===== src/rtl/booth_seq_mul.sv =====
// Iterative radix-4 Booth multiplier with a start/busy/done handshake.
// Operands are extended to WIDTH+2 bits (sign or zero), so one signed Booth
// recoding serves both modes. The result appears a fixed STEPS cycles after start.
module booth_seq_mul #(
   parameter int WIDTH = 32
) (
   input  logic                 clk,
   input  logic                 reset,
   input  logic                 start,
   input  logic                 signed_mode,
   input  logic [WIDTH-1:0]     a,
   input  logic [WIDTH-1:0]     b,
   output logic                 busy,
   output logic                 done,
   output logic [2*WIDTH-1:0]   product
);

   localparam int STEPS = WIDTH / 2 + 1;   // radix-4 digits of the extended multiplier
   localparam int AW    = WIDTH + 2;       // extended operand width
   localparam int HW    = AW + 2;          // accumulator high half, room for +/-2A
   localparam int CW    = $clog2(STEPS);

   typedef enum logic {IDLE, CALC} state_t;

   state_t               state_q, state_d;
   logic [CW-1:0]        cnt_q, cnt_d;
   logic [AW-1:0]        mcand_q, mcand_d;   // extended multiplicand
   logic [HW-1:0]        hi_q, hi_d;         // accumulator high half
   logic [AW-1:0]        mlt_q, mlt_d;       // multiplier, shifted out as product low half fills in
   logic                 prev_q, prev_d;     // b[2i-1] of the current triplet
   logic [2*WIDTH-1:0]   product_q, product_d;
   logic                 done_q, done_d;

   // Booth step datapath
   logic [2:0]           trip;
   logic [HW-1:0]        a_ext, a_dbl, pp, sum;
   logic signed [HW+AW-1:0] shifted;

   // Select the Booth partial product and perform one add / arithmetic shift-by-2
   always_comb begin
      trip  = {mlt_q[1:0], prev_q};
      a_ext = {{2{mcand_q[AW-1]}}, mcand_q};
      a_dbl = a_ext << 1;
      case (trip)
         3'b001, 3'b010: pp = a_ext;
         3'b011:         pp = a_dbl;
         3'b100:         pp = -a_dbl;
         3'b101, 3'b110: pp = -a_ext;
         default:        pp = '0;
      endcase
      sum     = hi_q + pp;
      shifted = $signed({sum, mlt_q}) >>> 2;
   end

   // State and datapath registers; reset abandons any operation in flight
   always_ff @(posedge clk) begin
      if (reset) begin
         state_q   <= IDLE;
         cnt_q     <= '0;
         mcand_q   <= '0;
         hi_q      <= '0;
         mlt_q     <= '0;
         prev_q    <= 1'b0;
         product_q <= '0;
         done_q    <= 1'b0;
      end else begin
         state_q   <= state_d;
         cnt_q     <= cnt_d;
         mcand_q   <= mcand_d;
         hi_q      <= hi_d;
         mlt_q     <= mlt_d;
         prev_q    <= prev_d;
         product_q <= product_d;
         done_q    <= done_d;
      end
   end

   // Next-state logic: accept start in IDLE, iterate STEPS times in CALC
   always_comb begin
      state_d   = state_q;
      cnt_d     = cnt_q;
      mcand_d   = mcand_q;
      hi_d      = hi_q;
      mlt_d     = mlt_q;
      prev_d    = prev_q;
      product_d = product_q;
      done_d    = 1'b0;
      case (state_q)
         IDLE: begin
            if (start) begin
               // The extension captures signed_mode; no separate copy is needed.
               mcand_d = signed_mode ? {{2{a[WIDTH-1]}}, a} : {2'b00, a};
               mlt_d   = signed_mode ? {{2{b[WIDTH-1]}}, b} : {2'b00, b};
               hi_d    = '0;
               prev_d  = 1'b0;
               cnt_d   = '0;
               state_d = CALC;
            end
         end
         CALC: begin
            hi_d   = shifted[HW+AW-1:AW];
            mlt_d  = shifted[AW-1:0];
            prev_d = mlt_q[1];
            cnt_d  = cnt_q + 1'b1;
            if (cnt_q == CW'(STEPS - 1)) begin
               // Low 2*WIDTH bits of {hi, mlt} hold the exact product.
               product_d = {hi_d[WIDTH-3:0], mlt_d};
               done_d    = 1'b1;
               cnt_d     = '0;
               state_d   = IDLE;
            end
         end
         default: state_d = IDLE;
      endcase
   end

   // Outputs: busy follows the state, done and product are registered
   always_comb begin
      busy    = (state_q == CALC);
      done    = done_q;
      product = product_q;
   end

endmodule


===== config.mk =====
export PLATFORM = sky130hd
export DESIGN_NAME = booth_seq_mul
export DESIGN_NICKNAME = d
export VERILOG_FILES = /design/src/rtl/booth_seq_mul.sv
export SDC_FILE = /design/constraint.sdc
export NUM_CORES = 1
export LEC_CHECK = 0
export ABC_AREA = 1
export BUFFER_PORTS_ARGS = -buffer_cell sky130_fd_sc_hd__buf_2
export CORE_MARGIN = 1.5
export CORE_UTILIZATION = 30
export CTS_CLUSTER_DIAMETER = 50
export CTS_CLUSTER_SIZE = 14
export DETAILED_ROUTE_END_ITERATION = 10
export GPL_TIMING_DRIVEN = 0
export PLACE_DENSITY_LB_ADDON = 0.25
export SYNTH_ARGS = -nofsm -noshare
export SYNTH_HDL_FRONTEND = slang
export SYNTH_SLANG_ARGS = --single-unit
export TNS_END_PERCENT = 1

===== constraint.sdc =====
create_clock -name clk -period 3.7 [get_ports clk]
set_clock_uncertainty 0.15 [all_clocks]
set_input_delay 0.185 -clock clk [delete_from_list [all_inputs] [get_ports clk]]
set_output_delay 0.185 -clock clk [all_outputs]
set_load 0.005 [all_outputs]

* Word-level counts from Yosys, hierarchy flattened
Cells that the tools add are included.
** Operators by class
- Shifts and indexed selects :: 0
- $lt $le $gt $ge :: 0
- Reductions and logical operators :: 5
- Add/subtract/negate cells :: 4
- Muxes and demuxes :: 16
- Divide/modulo/power cells :: 0
- Eq/ne operators :: 8
- Bitwise logic cells :: 1
- Multipliers :: 0
** Operators with widths (count)
- 36-bit one-hot mux with 4 select lines :: 1
- 34-bit 2-to-1 mux :: 3
- 36-bit negation :: 2
- 36-bit one-hot mux with 2 select lines :: 1
- 34-bit one-hot mux with 2 select lines :: 1
- 36-bit adder :: 1
- 36-bit 2-to-1 mux :: 1
- 5-bit 2-to-1 mux :: 2
- 5-bit one-hot mux with 2 select lines :: 1
- 3-bit equality test (second input constant) :: 3
- 3-bit by 2-bit equality test with 1-bit output (second input constant) :: 2
- 2-bit OR reduction :: 3
- 5-bit by 1-bit adder with 5-bit output (second input constant) :: 1
- 5-bit equality test (second input constant) :: 1
- 1-bit 2-to-1 mux :: 4
- 1-bit one-hot mux with 2 select lines :: 2
- 2-bit AND reduction :: 2
- 3-bit by 1-bit equality test with 1-bit output (second input constant) :: 1
- 2-bit inequality test (second input constant) :: 1
- 1-bit NOT :: 1
** Word-level totals
- Word-level logic and storage cells :: 42
- Register bits :: 176
- Memory bits (read-only) :: 0
- Output and inout bits :: 66
- Memories :: 0
- Bits in writable memories :: 0
- Bits of input ports :: 68
- Bits in latches :: 0

* Logic depth before layout (Yosys ltp)
Gate-level depths: netlist of run 1.
- Depth in word-level cells :: 5
- Gate-level depth with buffers :: 26
- Gate-level depth less buffers :: 26

* Least setup slack after synthesis of run 1
Ideal clock, no wire load.
- Path type :: register to register
- Start :: register mcand_q[0]
- End :: register product_q[62] (netlist: product[62])
- Arrival time :: 2786 ps
- Setup slack :: 648 ps
- Data required time :: 3434 ps
- Setup time :: 116 ps
- Path buffers :: 0
- Period minus slack after synthesis :: 3052 ps
- Cell stages (with the launch flop) :: 22
- Cell sequence :: dfxtp_1 -> inv_2 -> ha_1 -> nand3_4 -> nor2_4 -> nand2_2 -> nor2_4 -> nand2_2 -> nand2_1 -> inv_1 -> a221o_1 -> ha_1 -> a21oi_1 -> o21ai_0 -> a21oi_1 -> nor2_1 -> nor2_1 -> nand3b_1 -> nand2_1 -> nand2_1 -> o211ai_1 -> inv_1
** On the way
- Cells in the longest elaborated chain, start to end :: 3
- Elaborated cells on any way between the ends :: 4
- Those cells by class :: add/sub (3); mux (1)
** RTL lines
- start, declared :: line 27 : logic [AW-1:0] mcand_q, mcand_d;
- start signal, assigned :: line 69 : mcand_q <= mcand_d;
- 36-bit negation, on equally long branches :: line 48, 47
- 36-bit one-hot mux with 4 select lines * :: line 44 : case (trip)
- 36-bit adder * :: line 51 : sum = hi_q + pp;
- end signal, assigned :: line 73 : product_q <= product_d;
- end, declared :: line 31 : logic [2*WIDTH-1:0] product_q, product_d;
Every way passes the cells marked *; elsewhere a longest branch is shown, timed or not.
A chain may end at the register's enable or synchronous reset.

* Worst setup path in the final report of run 1
- Start :: register mcand_q[1]
- End :: register product_q[60] (netlist: product[60])
The elaborated chain is that of the path after synthesis.

==> reports/qor.yml, run 1 <==
setup_path:
  worstSetupEndpoint: "product[60]"
  cp-startpoint: "mcand_q[1]"
  crit_arrival_ns: 3.80
  r2r_end: "product[60]"
  critPathKind: "reg -> reg"
  worstPathMaxFanout: 5
  timing.rr.start: "mcand_q[1]"
  reg2reg_slack_ns: 0.11
  critPathLaunchType: "flip-flop"
  worstRegToRegCells: 21
  cp-end-kind: "flip-flop"
  cp.required_ns: 3.91
global_route:
  grt_pass1_vias: 10800
  grt_pass1_wl_um: 60980
  antenna_found_initial: 1
  grt_max_degree: 18
  grt_overflow: 0
  gr-usage-all-layers_pct: 21.84
placement:
  portBuffers: 132
  dpl_cell_area_um2: 11860
  routabilityCongestion: 0.9154
  dp_hpwl_um: 30330
  dp.cells: 2181
clock_network:
  cts_buffers: 17
  cts_tree: "yes"
  clock-sinks: 173
  path_clk_slew_ns: 0.08
  cts_root_buffer: "clkbuf_16"
  h-tree-depth: 4
  clkLatencyLatePin_ns: 0.46
  clock_path_buffers: 2
drt:
  dr.pass1.iters: 5
  route.vias.total: 11500
  totalWireLength_um: 40010
  vias_per_cell: 4.973
  antenna_left: 0
  drtIter0Drc: 864
  drc: 0
  routedWlPerCell_um: 17.30
final_layout:
  finalNonFillerCells: 2313
  nets: 1950
  fin_area_um2: 14010
  synthToLayoutAreaGrowth_pct: 31.84
  drive_above_1_share_pct: 22.63
yosys:
  async_flop_share_pct: 0
  ys_seq_area_share_pct: 32.60
  synth.distinct_cells: 47
  syn_area_um2: 10630
  synthCells: 1594
  synth_edf_count: 0
  synthesis.nets: 1701
  synth_area_per_cell_um2: 6.666
  synth_top_flop_cell: "dfxtp_1"
  yosys_warnings: 0
  synth-seq-cells: 173
power:
  power_density_nw_per_um2: 344.3
  vdd_ir_drop_max_mv: 0.3364
  p_leak_nw: 6.488
status:
  outcome: "finished clean"
floorplan:
  die_h_um: 191.2
  coreArea_um2: 34710
  pin_count: 134
  die_area_um2: 36560
  start_util_pct: 30.61
  row_count: 68
  die_w_um: 191.2
sta:
  timing.final.crit_share_pct: 97.09
  tightestPinTransition_ns: 0.7879
  fmaxAchievable_ghz: 0.2784
  final-setup-viol-count: 0
  min_period_ns: 3.592
  report.final.slew_viol_count: 0
  worst_slew_margin_rel_pct: 47.47
  fin_setup_tns_ns: 0
  finalHoldViolCount: 0
  rsz0062_at_grt: "true"
worst_hold_path:
  hp-class: "reg -> reg"
flow_run:
  drv_cap: 0
-- flip-flops by register name (all words and copies together), names as in the netlist --
signal,count
busy,1
prev_q,1
product,64
done,1
mcand_q,33
cnt_q,5
mlt_q,34
hi_q,34
-- how the worst min path moves through the flow --
stage | startpoint | end | slack, ns | cells past startpoint
floorplan | a[31] | mcand_q[31] | 0.18 | 2
global placement | a[22] | mcand_q[22] | 0.29 | 3
CTS | mlt_q[2] | product[0] | 0.32 | 2
detailed placement | mlt_q[2] | product[0] | 0.30 | 2
finish | mlt_q[23] | product[21] | 0.31 | 2
global route | mlt_q[29] | product[27] | 0.34 | 2
-- synth_stat cells, types with 4 or more instances --
cell type / number / area [µm²]
a21o_1: 4 / 30.03
a21oi_1: 117 / 585.6
a21oi_2: 5 / 43.79
a221o_1: 4 / 40.04
a22oi_1: 12 / 90.09
buf_1: 12 / 45.04
buf_2: 12 / 60.06
clkbuf_1: 40 / 150.1
dfxtp_1: 173 / 3463
ha_1: 38 / 475.5
inv_1: 160 / 600.6
inv_2: 29 / 108.9
nand2_1: 450 / 1689
nand2_2: 21 / 131.4
nand3_1: 123 / 615.6
nand3_2: 7 / 70.07
nand3b_1: 12 / 90.09
nand4_1: 17 / 106.4
nor2_1: 89 / 334.1
nor2_2: 23 / 143.9
nor2_4: 6 / 67.56
nor3_1: 10 / 50.05
o2111ai_1: 13 / 113.9
o211ai_1: 8 / 60.06
o21a_1: 7 / 52.55
o21ai_0: 84 / 420.4
o21ai_1: 13 / 65.06
o21bai_1: 22 / 165.2
o221ai_1: 9 / 78.83
o22ai_1: 9 / 56.30
or2_1: 4 / 25.02
xor2_1: 36 / 315.3
-- per-layer routing --
metal	track usage [%]	vias up	share of wire [%]
li1	-	5743	-
met1	30.71	5383	49
met2	34.04	335	44
met3	4.094	42	5.7
met4	5.679	0	1.7
met5	0	-	0
-- power breakdown --
group	internal, W	total, W	switching [W]	leakage (nW)
Sequential	0.00193	0.00200	0.0000666	1.41
Clock	0.000911	0.00180	0.000889	0.280
Combinational	0.000382	0.00103	0.000645	4.80
Total	0.00322	0.00482	0.00160	6.49
-- worst max-delay path, cell delays in order, from the launching register on --
cell and delay, ns:
dfxtp_2 0.33, inv_2 0.09, ha_4 0.15, nand3_4 0.10
nor2_4 0.18, nand4_1 0.19, nor2_2 0.20, xor2_1 0.16
inv_1 0.07, nand2_1 0.07, o2111ai_2 0.23, ha_4 0.34
a21oi_1 0.30, nor2_1 0.09, nor2_2 0.13, o21bai_1 0.08
a21oi_1 0.19, nand3b_1 0.14, nand2_1 0.10, nand2_1 0.06
o211ai_1 0.08, inv_1 0.05
-- cell type report --
type	instances	area, µm²
Multi-Input combinational cell	1166	6835
Buffer	64	276.5
Tap cell	455	569.3
Sequential cell	173	3468
Timing Repair Buffer	230	1567
Inverter	191	724.4
Clock buffer	19	442.9
Fill cell	3707	20700
Clock inverter	13	120.1
Antenna cell	2	5.005
-- cells in the final DEF, fill, tap and decap left out, types with 9 or more instances in the layout --
cell type and count:
nand3_2 10, buf_1 11, nand2_2 34, nand4_1 17
nor2_4 19, clkbuf_1 36, xor2_1 31, o21ai_1 18
nor2_1 69, dfxtp_1 169, o21ai_0 76, nand3_1 120
nand2_1 435, nand3b_1 12, buf_2 143, dlygate4sd3_1 68
nor2_2 30, a21oi_2 17, a22oi_1 11, ha_1 19
clkbuf_16 17, o21bai_1 21, ha_4 15, inv_1 156
inv_2 30, a21oi_1 103, o22ai_1 9, buf_4 32
-- cell families after synthesis --
family | Yosys count | share of synthesized area, %
buffers and inverters | 255 | 9.150
xor gates and xnor gates | 39 | 3.215
DFF | 173 | 32.60
AOI/OAI and AO/OA | 315 | 17.71
adders and majority gates | 39 | 4.663
and+or+nand+nor | 773 | 32.67
-- per-stage QoR --
| step | utilization, % | total power, W | setup slack (ns) | hold WS (ns) |
|---|---|---|---|---|
| CTS | 38.37 | 0.004743 | -0.01378 | 0.3167 |
| floorplan | - | 0.002566 | 0.6477 | 0.1796 |
| finish | 40.35 | 0.004823 | 0.1075 | 0.3130 |
| global route | 40.35 | 0.005036 | -0.08107 | 0.3417 |
| detailed placement | 34.15 | 0.002853 | -0.2972 | 0.3035 |
| global placement | 34.15 | 0.002852 | -0.3243 | 0.2893 |
-- repair_timing --
| action | in CTS | in global routing |
|---|---|---|
| setup buffers | 6 | 24 |
| resized for setup | 38 | 128 |
| endpoints found under the setup margin | 50 | 51 |
| endpoints found under the hold margin | 68 | 0 |
| pin swaps | 7 | 35 |
| hold buffers | 68 | 0 |
Note: power is estimated with default switching activity, not from simulation.
==> run 2, diff against run 1 <==
--- a/config.mk
+++ b/config.mk
@@ -5,7 +5,7 @@
 export SDC_FILE = /design/constraint.sdc
 export NUM_CORES = 1
 export LEC_CHECK = 0
-export ABC_AREA = 1
+export ABC_AREA = 0
 export BUFFER_PORTS_ARGS = -buffer_cell sky130_fd_sc_hd__buf_2
 export CORE_MARGIN = 1.5
 export CORE_UTILIZATION = 30
@@ -14,6 +14,7 @@
 export DETAILED_ROUTE_END_ITERATION = 10
 export GPL_TIMING_DRIVEN = 0
 export PLACE_DENSITY_LB_ADDON = 0.25
+export REMOVE_ABC_BUFFERS = 1
 export SYNTH_ARGS = -nofsm -noshare
 export SYNTH_HDL_FRONTEND = slang
 export SYNTH_SLANG_ARGS = --single-unit
==> run 2 against run 1 <==
Worst setup slack got worse by 0.97 ns. The run now ends with negative setup slack left. Register-to-register slack got worse by 0.97 ns. Hold slack got worse by 0.31 ns. Global-route usage fell by 4.1 points. Die area fell by 0.27%.
==> reports/qor.yml, run 2 <==
clock_network:
  cts_tree: "yes"
  cts_root_buffer: "clkbuf_16"
  cts_buffers: 17
  clock-sinks: 173
  path_clk_slew_ns: 0.08
  clock_path_buffers: 2
  clkLatencyLatePin_ns: 0.45
  h-tree-depth: 4
sta:
  fmaxAchievable_ghz: 0.2193
  rsz0062_at_grt: "true"
  min_period_ns: 4.560
  final-setup-viol-count: 46
  timing.final.crit_share_pct: 123.2
  worst_slew_margin_rel_pct: 23.77
  tightestPinTransition_ns: 1.141
  report.final.slew_viol_count: 0
  fin_setup_tns_ns: -20.51
  finalHoldViolCount: 0
  setup_ws_ns: -0.8596
drt:
  drtIter0Drc: 632
  totalWireLength_um: 32440
  drc: 0
  routedWlPerCell_um: 15.88
  vias_per_cell: 5.119
  dr.pass1.iters: 5
  route.vias.total: 10460
  antenna_left: 0
final_layout:
  area.sequential_um2: 3487
  final_cell_mix: "267 x nand2_1, 186 x a21oi_1, 166 x dfxtp_1"
  nets: 1682
  synthToLayoutAreaGrowth_pct: 26.97
  multi_input_area_um2: 7023
  antenna_cells: 0
  finalNonFillerCells: 2043
  drive_above_1_share_pct: 18.58
  nFillCells: 3668
  largest_reg_flops: 64
  final_common_cell: "nand2_1"
setup_path:
  cp-end-kind: "flip-flop"
  critPathLaunchType: "flip-flop"
  crit_top_cell: "a21o_1"
  critPathKind: "reg -> reg"
  worst-path-buf-inv: 1
  worstPathCellList: "nor4_4, buf_4, nand4_1, or2_4, or3_4, nand2_2, xnor2_2, a221oi_2, nor2_2, ha_1, a21o_1, a21o_1, a21oi_2, nand2_1, o31a_1, a21o_1, a21oi_2, mux2_4, a31o_4"
  cpPeakStageDelay_ns: 0.35
  cp_slowest_cell: "dfxtp_4"
  cp_top_family: "compound AO/OA/AOI/OAI gates"
  crit_arrival_ns: 4.76
  worstPathMaxFanout: 5
  cp.required_ns: 3.90
floorplan:
  start_util_pct: 30.60
  die_w_um: 190.9
  die_area_um2: 36460
  row_count: 68
  pin_count: 134
  coreArea_um2: 34630
  die_h_um: 190.9
yosys:
  synth.distinct_cells: 75
  synth.area.top_cells: "dfxtp_1 33%, nand2_1 9.7%, a21oi_1 9.1%, nor2_1 5.7%, ha_1 4.5%"
  synth_area_per_cell_um2: 7.364
  synth.most_common_cell: "nand2_1"
  synthSimpleGateAreaFrac_pct: 25.39
  synthMuxAreaShare_pct: 4.074
  synth_edf_count: 0
  synth_xor_area_share_pct: 6.364
  synthAdderAreaFrac_pct: 4.676
  yosys.area.top_type_share_pct: 32.68
  synth-seq-cells: 173
  synth_top_cell_by_area: "dfxtp_1"
  synth-compound-area-share_pct: 21.88
  synth_top_flop_cell: "dfxtp_1"
  synth_top_family_by_area: "simple AND/OR/NAND/NOR gates"
  synthCells: 1439
  ys_seq_area_share_pct: 32.68
  ys_top_cells_by_count: "273 x nand2_1, 193 x a21oi_1, 173 x dfxtp_1"
  yosys_warnings: 0
  syn_area_um2: 10600
  async_flop_share_pct: 0
placement:
  portBuffers: 133
  dp.cells: 1922
  routabilityCongestion: 0.8466
  preCtsSetupSlack_ns: -1.982
  dp_hpwl_um: 20980
global_route:
  gr-usage-all-layers_pct: 17.76
  antenna_found_initial: 0
  grt_overflow: 0
  grt_pass1_wl_um: 51470
  grt_pass1_vias: 9649
  grt_max_degree: 102
status:
  outcome: "complete, but fails checks"
  violations: "negative setup slack"
power:
  vdd_ir_drop_max_mv: 0.3456
  power_density_nw_per_um2: 359.6
  p_leak_nw: 5.424
flow_run:
  drv_cap: 0
worst_hold_path:
  hp-class: "in -> reg"
-- run 2: cell types whose count changed in the layout (fill, tap and decap cells not counted), moves of 42 or more --
cell     delta
nor2_1     +86
inv_1     -139
nand3_1    -88
mux2i_1    +42
xnor2_1    +43
a21oi_1    +83
nand2_1   -168
-- run 2: cell type report --
| cell class | instances | share of cell area (%) |
|---|---|---|
| multi-input combinational | 1134 | 52.20 |
| sequential | 173 | 25.92 |
| timing repair buffer | 230 | 12.70 |
| tap | 455 | 4.231 |
| clock buffer | 17 | 3.162 |
| clock inverter | 15 | 1.218 |
| inverter | 19 | 0.5673 |
-- run 2: timing repair --
| action | 4_1_cts | 5_1_grt |
|---|---|---|
| pin swaps | 30 | 15 |
| gates cloned | 0 | 0 |
| resized for setup | 62 | 37 |
| hold endpoints to repair | 64 | 0 |
| hold buffers | 65 | 0 |
| setup buffers | 21 | 3 |
| setup endpoints to repair | 66 | 58 |
-- run 2: kinds of logic (layout without fill, tap and decap cells) --
kind of cell,count (synthesis),count (layout)
AO/OA/AOI/OAI,381,381
XOR/XNOR,77,77
adder cells (fa/ha/maj),39,39
buffers and inverters,132,281
flip-flops,173,173
multiplexers,43,43
AND/OR/NAND/NOR,594,594
-- run 2: worst paths after layout --
kind                                   from  slack (ns)  cells past startpoint           to
worst min register to register  product[29]        0.30                      2  product[29]
worst max-delay path             mcand_q[5]       -0.86                     19     hi_q[29]
worst max register to register   mcand_q[5]       -0.86                     19     hi_q[29]
worst min-delay path                  reset       0.006                      2    mlt_q[27]
-- run 2: metal layers --
layer | part of all wire, % | vias to the layer above | GRT usage, %
met3 | 3.1 | 33 | 3.268
met1 | 48 | 4948 | 23.42
li1 | - | 5301 | -
met4 | 2.3 | 0 | 5.724
met5 | 0 | - | 0
met2 | 47 | 177 | 29.12
-- run 2: through the flow --
stage	hold slack, ns	instance area [µm²]	util (%)	power [W]
2_1_floorplan	0.1041	10140	-	0.002593
5_1_grt	0.02588	13450	38.85	0.005087
4_1_cts	0.002181	13280	38.34	0.004877
6_report	0.005686	13450	38.85	0.004838
3_5_place_dp	0.2850	11590	33.48	0.002883
3_3_place_gp	0.2829	11380	32.86	0.002853
-- run 2: worst register-to-register path: cells and delay by family, from the launching register on --
kind,cells,cell delay [ns]
AO/OA/AOI/OAI,8,1.70
XOR/XNOR,1,0.09
adder cells (fa/ha/maj),1,0.32
buffers and inverters,1,0.19
flip-flops,1,0.35
multiplexers,1,0.33
AND/OR/NAND/NOR,7,1.33
-- run 2: power breakdown --
part / switching, W / total, W / internal, W
Sequential: 0.0000948 / 0.00202 / 0.00192
Combinational: 0.000554 / 0.000978 / 0.000424
Clock: 0.000932 / 0.00184 / 0.000912
Total: 0.00158 / 0.00484 / 0.00326
==> run 3, diff against run 2 <==
--- a/config.mk
+++ b/config.mk
@@ -12,8 +12,10 @@
 export CTS_CLUSTER_DIAMETER = 50
 export CTS_CLUSTER_SIZE = 14
 export DETAILED_ROUTE_END_ITERATION = 10
+export GPL_ROUTABILITY_DRIVEN = 0
 export GPL_TIMING_DRIVEN = 0
 export PLACE_DENSITY_LB_ADDON = 0.25
+export RECOVER_POWER = 25
 export REMOVE_ABC_BUFFERS = 1
 export SYNTH_ARGS = -nofsm -noshare
 export SYNTH_HDL_FRONTEND = slang
==> run 3 against run 2 <==
The flow finishes with violations (negative hold slack, negative setup slack). Hold slack worse by 0.0091 ns. Critical path depth is 3 lower. Register-to-register slack hardly changed. Cell area is 0.24% lower. Cell count stayed put. Count of clock-buffer cells in the layout stayed put. Combinational power hardly changed. Via count is 0.16% higher. Sequential share of layout area is 0.063 points higher. First-iteration DRC count is 0.63% higher. Non-clock buffer count stayed put. Maximum frequency is 0.12% lower. Largest cell class unchanged.
==> reports/qor.yml, run 3 (synthesis gave the netlist of run 2 again) <==
status:
  outcome: "complete, but fails checks"
  violations: "negative hold slack, negative setup slack"
clock_network:
  clock-sinks: 173
  cts_tree: "yes"
  cts_root_buffer: "clkbuf_16"
  h-tree-depth: 4
  cts_buffers: 17
  clkLatencyLatePin_ns: 0.46
  path_clk_slew_ns: 0.08
  clock_path_buffers: 2
sta:
  min_period_ns: 4.565
  fin_setup_tns_ns: -21.22
  worst_slew_margin_rel_pct: 24.04
  setup_ws_ns: -0.8651
  rsz0062_at_grt: "true"
  timing.final.crit_share_pct: 123.4
  holdWs_ns: -0.003367
  tightestPinTransition_ns: 1.137
  fmaxAchievable_ghz: 0.2191
  report.final.slew_viol_count: 0
  final-setup-viol-count: 46
  finalHoldViolCount: 1
flow_run:
  drv_cap: 0
drt:
  dr.pass1.iters: 5
  antenna_left: 0
  drtIter0Drc: 636
  route.vias.total: 10480
  vias_per_cell: 5.128
  totalWireLength_um: 32510
  drc: 0
  routedWlPerCell_um: 15.91
global_route:
  grt_overflow: 0
  top_usage_layer: "met2"
  antenna_found_initial: 0
  grt_pass1_vias: 9649
  use_met3_pct: 3.268
  use_met2_pct: 29.12
  grt_util_met1_pct: 23.42
  grt_max_degree: 102
  gr-usage-all-layers_pct: 17.76
  grt_pass1_wl_um: 51470
floorplan:
  die_h_um: 190.9
  die_area_um2: 36460
  pin_count: 134
  coreArea_um2: 34630
  row_count: 68
  die_w_um: 190.9
  start_util_pct: 30.60
final_layout:
  synthToLayoutAreaGrowth_pct: 26.66
  final_common_cell: "nand2_1"
  final_cell_mix: "267 x nand2_1, 186 x a21oi_1, 166 x dfxtp_1"
  finalNonFillerCells: 2043
  drive_above_1_share_pct: 16.94
  largest_reg_flops: 64
  nets: 1682
  antenna_cells: 0
placement:
  dp.cells: 1922
  portBuffers: 133
  preCtsSetupSlack_ns: -1.982
  dp_hpwl_um: 20980
power:
  p_total_w: 0.004842
  power_density_nw_per_um2: 360.7
  vdd_ir_drop_max_mv: 0.3497
  p_leak_nw: 5.309
setup_path:
  worstPathMaxFanout: 20
  crit_arrival_ns: 4.77
  timing.rr.start: "mlt_q[1]"
  cp-end-kind: "flip-flop"
  critPathLaunchType: "flip-flop"
  worstRegToRegCells: 16
  critPathKind: "reg -> reg"
  cp-startpoint: "mlt_q[1]"
  cp.required_ns: 3.90
worst_hold_path:
  hp-start: "reset"
  hold_depth: 2
  hp-class: "in -> reg"
==> run 3: metrics by stage <==
stage	area [µm²]	utilization, %	hold WS, ns
floorplan	10140	-	0.1041
global placement	11380	32.86	0.2829
detailed placement	11590	33.48	0.2850
CTS	13280	38.34	0.002181
global route	13420	38.76	0.02588
finish	13420	38.76	-0.003367
==> run 3: per-layer routing <==
| metal | wire, µm | part of all wire, % |
|---|---|---|
| met5 | 0 | 0 |
| met2 | 15190 | 47 |
| met1 | 15510 | 48 |
| met4 | 755 | 2.3 |
| met3 | 1054 | 3.2 |
==> run 3: worst paths after layout <==
check | end | slack, ns
setup / recovery | hi_q[29] | -0.87
hold / removal | mlt_q[27] | -0.003
setup reg to reg | hi_q[29] | -0.87
hold reg to reg | product[13] | 0.30
==> run 3: final cells by class <==
class	instances	area (µm²)
Clock inverter	15	163.9
Tap cell	455	569.3
Clock buffer	17	425.4
Timing Repair Buffer	230	1677
Multi-Input combinational cell	1134	7023
Fill cell	3681	21210
Inverter	19	76.32
Sequential cell	173	3487
==> run 3: where the power goes <==
| group | switching (W) | leakage (nW) | internal, W | total, W |
|---|---|---|---|---|
| logic | 0.000554 | 3.61 | 0.000424 | 0.000979 |
| registers | 0.0000946 | 1.41 | 0.00192 | 0.00202 |
| clock network | 0.000935 | 0.290 | 0.000912 | 0.00185 |
| total | 0.00158 | 5.31 | 0.00326 | 0.00484 |
==> run 3: critical path: stages, from the launching register on <==
cell	delay, ns
dfxtp_4	0.53
inv_1	0.28
nor2_4	0.22
buf_16	0.19
nand2_2	0.16
a21boi_0	0.18
o22ai_2	0.25
ha_1	0.30
a211oi_1	0.30
o21ai_0	0.18
nand4b_1	0.25
a211oi_4	0.13
o31a_1	0.37
a21o_1	0.20
a21oi_2	0.21
mux2_4	0.32
a31o_4	0.20
==> run 3: what timing repair did <==
| action | in CTS | in global routing |
|---|---|---|
| hold endpoints to repair | 64 | 0 |
| setup endpoints to repair | 66 | 58 |
| buffers inserted | 21 | 3 |
| gates resized for setup | 62 | 37 |
| hold buffers | 65 | 0 |
| pin swaps | 30 | 15 |
